**src/rtl/uart_rx.sv**
```systemverilog
// rtl/uart_rx.sv - UART receiver: 8N1 by default, 8E1 when UART_RX_PARITY_EN is defined.
// Mid-bit sampling is driven by a single cycle counter that is phase-aligned on the start-bit falling edge.
module uart_rx #(
  parameter int CLK_FREQUENCY = 100_000_000,
  parameter int BAUD_RATE     = 115_200
) (
  input  logic       clk,
  input  logic       rst,
  input  logic       rx_serial,
  output logic [7:0] rx_data,
  output logic       rx_valid,
  output logic       frame_error,
  output logic       parity_error,
  output logic       busy
);
  localparam int BAUD_DIV = CLK_FREQUENCY / BAUD_RATE;
  localparam int HALF     = BAUD_DIV / 2;
  localparam int CW       = $clog2(BAUD_DIV);
  localparam logic [CW-1:0] HALF_M1 = CW'(HALF - 1);
  localparam logic [CW-1:0] BAUD_M1 = CW'(BAUD_DIV - 1);

  generate
    if (BAUD_DIV < 4) begin : g_bad_baud_div
      $error("uart_rx: CLK_FREQUENCY/BAUD_RATE must be at least 4");
    end
  endgenerate

  typedef enum logic [2:0] {
    IDLE,
    START,
    DATA,
`ifdef UART_RX_PARITY_EN
    PARITY,
`endif
    STOP
  } state_t;

  state_t        state;
  logic          rx_meta;
  logic          rx_s;
  logic          rx_prev;
  logic [CW-1:0] cnt;
  logic [2:0]    bit_idx;
  logic [7:0]    shift;
`ifdef UART_RX_PARITY_EN
  logic          par_bit;
`endif

  // Synchronizer resets high so reset release never looks like a start bit.
  always_ff @(posedge clk) begin
    if (rst) begin
      rx_meta <= 1'b1;
      rx_s    <= 1'b1;
      rx_prev <= 1'b1;
    end else begin
      rx_meta <= rx_serial;
      rx_s    <= rx_meta;
      rx_prev <= rx_s;
    end
  end

  always_ff @(posedge clk) begin
    if (rst) begin
      state       <= IDLE;
      cnt         <= '0;
      bit_idx     <= '0;
      shift       <= '0;
      rx_data     <= '0;
      rx_valid    <= 1'b0;
      frame_error <= 1'b0;
`ifdef UART_RX_PARITY_EN
      par_bit      <= 1'b0;
      parity_error <= 1'b0;
`endif
    end else begin
      rx_valid    <= 1'b0;
      frame_error <= 1'b0;
`ifdef UART_RX_PARITY_EN
      parity_error <= 1'b0;
`endif
      case (state)
        IDLE: begin
          cnt     <= '0;
          bit_idx <= '0;
          if (rx_prev && !rx_s) state <= START;
        end
        START: begin
          if (cnt == HALF_M1) begin
            cnt   <= '0;
            state <= rx_s ? IDLE : DATA;
          end else begin
            cnt <= cnt + 1'b1;
          end
        end
        DATA: begin
          if (cnt == BAUD_M1) begin
            cnt     <= '0;
            shift   <= {rx_s, shift[7:1]};
            bit_idx <= bit_idx + 1'b1;
`ifdef UART_RX_PARITY_EN
            if (bit_idx == 3'd7) state <= PARITY;
`else
            if (bit_idx == 3'd7) state <= STOP;
`endif
          end else begin
            cnt <= cnt + 1'b1;
          end
        end
`ifdef UART_RX_PARITY_EN
        PARITY: begin
          if (cnt == BAUD_M1) begin
            cnt     <= '0;
            par_bit <= rx_s;
            state   <= STOP;
          end else begin
            cnt <= cnt + 1'b1;
          end
        end
`endif
        STOP: begin
          // Sampling mid-stop-bit returns to IDLE early enough to catch a back-to-back start bit.
          if (cnt == BAUD_M1) begin
            cnt   <= '0;
            state <= IDLE;
            if (!rx_s) begin
              frame_error <= 1'b1;
            end
`ifdef UART_RX_PARITY_EN
            else if (^{shift, par_bit}) begin
              parity_error <= 1'b1;
            end
`endif
            else begin
              rx_data  <= shift;
              rx_valid <= 1'b1;
            end
          end else begin
            cnt <= cnt + 1'b1;
          end
        end
        default: state <= IDLE;
      endcase
    end
  end

`ifndef UART_RX_PARITY_EN
  assign parity_error = 1'b0;
`endif

  assign busy = (state != IDLE);

endmodule

```
**config.mk**
```make
export PLATFORM = sky130hd
export DESIGN_NAME = uart_rx
export DESIGN_NICKNAME = d
export VERILOG_FILES = /design/src/rtl/uart_rx.sv
export SDC_FILE = /design/constraint.sdc
export NUM_CORES = 1
export LEC_CHECK = 0
export CORE_MARGIN = 8
export CORE_UTILIZATION = 49
export CTS_BUF_LIST = sky130_fd_sc_hd__clkbuf_4 sky130_fd_sc_hd__clkbuf_8 sky130_fd_sc_hd__clkbuf_16
export DETAILED_ROUTE_END_ITERATION = 16
export GPL_ROUTABILITY_DRIVEN = 0
export PLACE_DENSITY = 0.76
export SYNTH_ARGS = -nofsm -noshare
export SYNTH_HDL_FRONTEND = slang
export SYNTH_SLANG_ARGS = --single-unit
```
**constraint.sdc**
```tcl
create_clock -name clk -period 1.6 [get_ports clk]
set_input_delay 0.4 -clock clk [delete_from_list [all_inputs] [get_ports clk]]
set_output_delay 0.4 -clock clk [all_outputs]
set_load 0.005 [all_outputs]
```
* Yosys cells after proc, flatten, opt, wreduce, memory -nomap -nowiden
Index checks and enable logic that the tools add are counted.
** Storage, ports and cells
- Register bits after elaboration :: 37
- Bits of input ports :: 3
- Output and inout bits :: 12
- Word-level logic and storage cells :: 51
** Cells by class
- $add $sub $neg :: 2
- Eq/ne operators :: 11
- Multiplexer cells :: 14
- Bitwise gates (word level) :: 2
- Reduce and logical (&&, ||, !) cells :: 12
** Operators with widths (number)
- $pmux W10 S3 :: 1
- $mux W10 :: 2
- $mux W3 :: 6
- $pmux W3 S4 :: 1
- $add A10 B1 Y10 const B :: 1
- $eq A10 B10 Y1 const B :: 1
- $eq A10 B9 Y1 const B :: 1
- $ne A2 B2 Y1 const B :: 5
- $eq A3 B2 Y1 const B :: 2
- $pmux W3 S2 :: 1
- $reduce_bool A3 Y1 :: 2
- $reduce_and A5 Y1 :: 1
- $reduce_and A2 Y1 :: 2
- $add A3 B1 Y3 const B :: 1
- $eq A3 B1 Y1 const B :: 1
- $eq A3 B3 Y1 const B :: 1
- $logic_not A3 Y1 :: 1
- $reduce_and A3 Y1 :: 1
- $reduce_or A3 Y1 :: 1
- $mux W1 :: 2
- $mux W2 :: 1
- $not A1 Y1 :: 2
- $reduce_bool A2 Y1 :: 1
- $reduce_or A2 Y1 :: 1
- 2 further kinds :: 2

* Logic depth before layout (Yosys ltp)
- Word-level depth :: 4
- Gate-level depth with buffers :: 6
- Gate-level depth less buffers :: 6

* Least setup slack after synthesis
OpenSTA, ideal clock, no wires.
- Path type :: reg2reg
- From :: register cnt[0]
- To :: register shift[0]
- Setup time :: 0.128 ns
- Data arrival time :: 1.403 ns
- Required time :: 1.472 ns
- Slack :: 0.069 ns
- Cell stages (with the launch flop) :: 6
- Path through :: dfxtp_1 -> ha_1 -> and4bb_1 -> nand4_2 -> mux2i_1 -> nor2_1
** On the way
- Word-level cells in the longest chain between the ends :: 2
** Ends and longest elaborated chain
- start, declared :: line 42 : logic [CW-1:0] cnt;
- start signal, assigned :: line 92 : cnt <= cnt + 1'b1;
- start signal, assigned :: line 106 : cnt <= cnt + 1'b1;
- start signal, assigned :: line 138 : cnt <= cnt + 1'b1;
- $eq A10 B10 Y1 :: line 96 : if (cnt == BAUD_M1) begin
- $reduce_and A2 Y1 (no source line)
- end signal, assigned :: line 98 : shift <= {rx_s, shift[7:1]};
- end, declared :: line 44 : logic [7:0] shift;
No other way between the ends.
A chain may end at the register's enable or synchronous reset.

* Final worst setup path
- From :: register rx_data[0]
- To :: output port rx_data[0]
** RTL lines
- start, declared :: line 10 : output logic [7:0] rx_data,
- start signal, assigned :: line 134 : rx_data <= shift;
No word-level cell between the ends.

==> out/results.txt <==
Core area = 3003 sq um
I/O Buffers = 13
Critical path depth in cells = 1
Clk sinks = 36
Worst path cell trace = clkdlybuf4s50_1
H-Tree Depth = 2
First-pass DRT Iterations = 4
Dominant synthesized flop cell = dfxtp_1
Met3 usage = 0.04742
Tot Pwr = 1.445 mW
Max-cap violation count = 0
Worst skew pair latency = 340 ps
Met1 Usage GRT = 0.1357
Row count = 20
Hold/Removal Path Class = flop to flop
Status = finished, final reports clean
Critical Path Fanout Max = 2
Setup violators final = 0
TritonCTS clock tree = built
Fin cells = 224
First-pass GRT wire length = 5.402 mm
CP top delay family = buffers and inverters
Placed Cells incl. Taps = 216
Synth unique cells = 37
Final hold vios = 0
GRT overflow = 0
Post-DP HPWL = 2.235 mm
Cell count after synthesis = 165
Die H = 71.75 microns
Global route hottest layer = met2
Antenna Violating Nets Remaining = 0
Final period util = 0.9747
Nets = 197
Die Wd = 71.75 microns
Crit path buffers/inverters = 1
Hold path cells = 1
WHS = 416.1 ps
Root Buffer = clkbuf_4
PD cells = 763.3 nW/um^2
Leakage power = 0.8420 nW
Endpoint class of the critical path = primary output
Post-layout min period = 1560 ps
Vias in the first global route = 1258
CP Data Arrival Time = 1160 ps
Via density = 5.469
Antenna violations before repair = 0
Total number of vias = 1225
Share of cells above drive strength 1 = 0.2304
Slowest stage cell on the critical path = clkdlybuf4s50_1
Register area share after synthesis = 0.4733
Pins over their slew limit = 0
Crit path kind = flop to primary output
Drt wl/cell = 13.98 microns
Largest net degree at the start of global routing = 23
Worst-path clk slew = 100 ps
Synth warnings = 0
Crit path largest cell delay = 490 ps
Initial drt markers = 84
Layout area overhead = 24.32%
EDFF count, synth = 0
Worst setup SP type = flop
Peak supply drop = 0.4671 mV
Initial core utilization = 0.5071
IO Count = 15
Skew final = 5.743 ps
Total CTS buffers = 5
Synth Cell Area = 1523 sq um
Critical Path RT = 1200 ps
Async SR Flop Fraction = 0
Post-Route WL = 3.132 mm
Placed inst area = 1750 sq um
Max Fclk = 641.2 MHz
Remaining DRCs = 0
#FFs+latches synth = 36
DIE AREA = 5147 sq um
FF-to-FF path depth = 5
Post-synth net total = 172
Layout Cell Area excl Fill = 1893 sq um
Clock Tree Buf Depth = 2
Ant diodes = 0
All-Layer GR Usage = 0.1306
GR Util met2 = 0.2257
Avg Cell Area, Syn = 9.229 sq um
Fillers = 264
per-layer routing:
metal	wire, microns	vias to the layer above
li1	-	622
met2	1552	28
met3	141	5
met4	55	0
met1	1383	570
met5	0	-
what timing repair did:
action                     4_1_cts  5_1_grt
gates cloned                     0        0
pin swaps                        0        4
buffers inserted                 0        0
hold buffers                     0        0
gates resized for setup         11       20
setup endpoints to repair       15       37
Yosys cell counts, types with 3 or more instances:
master | count | area share
a21oi_1 | 11 | 0.036
and3_1 | 3 | 0.012
clkbuf_1 | 3 | 0.0074
dfxtp_1 | 36 | 0.47
ha_1 | 4 | 0.033
inv_1 | 5 | 0.012
mux2i_1 | 9 | 0.059
nand2_1 | 17 | 0.042
nand3_1 | 12 | 0.039
nand4_1 | 5 | 0.021
nor2_1 | 19 | 0.047
o22ai_1 | 3 | 0.012
xnor2_1 | 5 | 0.029
xor2_1 | 3 | 0.017
flip-flops by register name, indices dropped and copies added (netlist names):
signal and flops:
rx_data 8, rx_prev 1, rx_s 1, state 2, shift 8, rx_meta 1
frame_error 1, rx_valid 1, bit_idx 3, cnt 10
where the power goes:
part           switching [mW]  total (mW)  internal (mW)
Combinational          0.0264      0.0454         0.0191
Clock                   0.285       0.494          0.209
Sequential            0.00419       0.905          0.901
Total                   0.316        1.44           1.13
logic make-up (layout without fill, tap and decap cells):
logic type	Yosys count	after routing	share of synthesized area
adder cells (fa/ha/maj)	4	4	0.03287
other	1	1	0.002463
AO/OA/AOI/OAI	23	23	0.09203
buffers and inverters	13	39	0.03944
multiplexers	9	9	0.05916
XOR/XNOR	8	8	0.04602
AND/OR/NAND/NOR	71	71	0.2547
flip-flops	36	36	0.4733
path summary, 6_finish.rpt:
| kind | slack [ps] | endpoint | from |
|---|---|---|---|
| min | 420 | rx_s$_SDFF_PP1_ | rx_meta$_SDFF_PP1_ |
| max | 40 | rx_data[0] | rx_data[0]$_SDFFE_PP0P_ |
| min reg2reg | 420 | rx_s$_SDFF_PP1_ | rx_meta$_SDFF_PP1_ |
| max reg2reg | 90 | frame_error$_SDFF_PP0_ | cnt[1]$_SDFFE_PP0P_ |
layout by cell type (no fill, tap or decap), drive strengths merged, types with 6 or more instances in the layout:
cell	netlist	final
nand4	6	6
a21oi	11	11
clkbuf	4	6
nand2	17	17
dfxtp	36	36
mux2i	9	9
buf	4	13
nand3	12	12
nor2	19	19
stage by stage:
stage,setup slack (ps),utilization,TNS [ps]
after global routing,-19.41,0.6304,-132.4
after CTS,2.615,0.6058,0
after floorplan,69.46,-,0
after detailed placement,-30.01,0.5829,-153.4
final,40.46,0.6304,0
after global placement,39.35,0.5829,0
final cells by class:
class,instances,area [sq um],area share
Multi-Input combinational cell,116,803.3,0.4243
Tap cell,33,41.29,0.02181
Clock inverter,2,10.01,0.005287
Timing Repair Buffer,26,237.7,0.1256
Sequential cell,36,730.7,0.3860
Clock buffer,6,51.30,0.02710
Inverter,5,18.77,0.009914
Note: power is estimated with default switching activity, not from simulation.
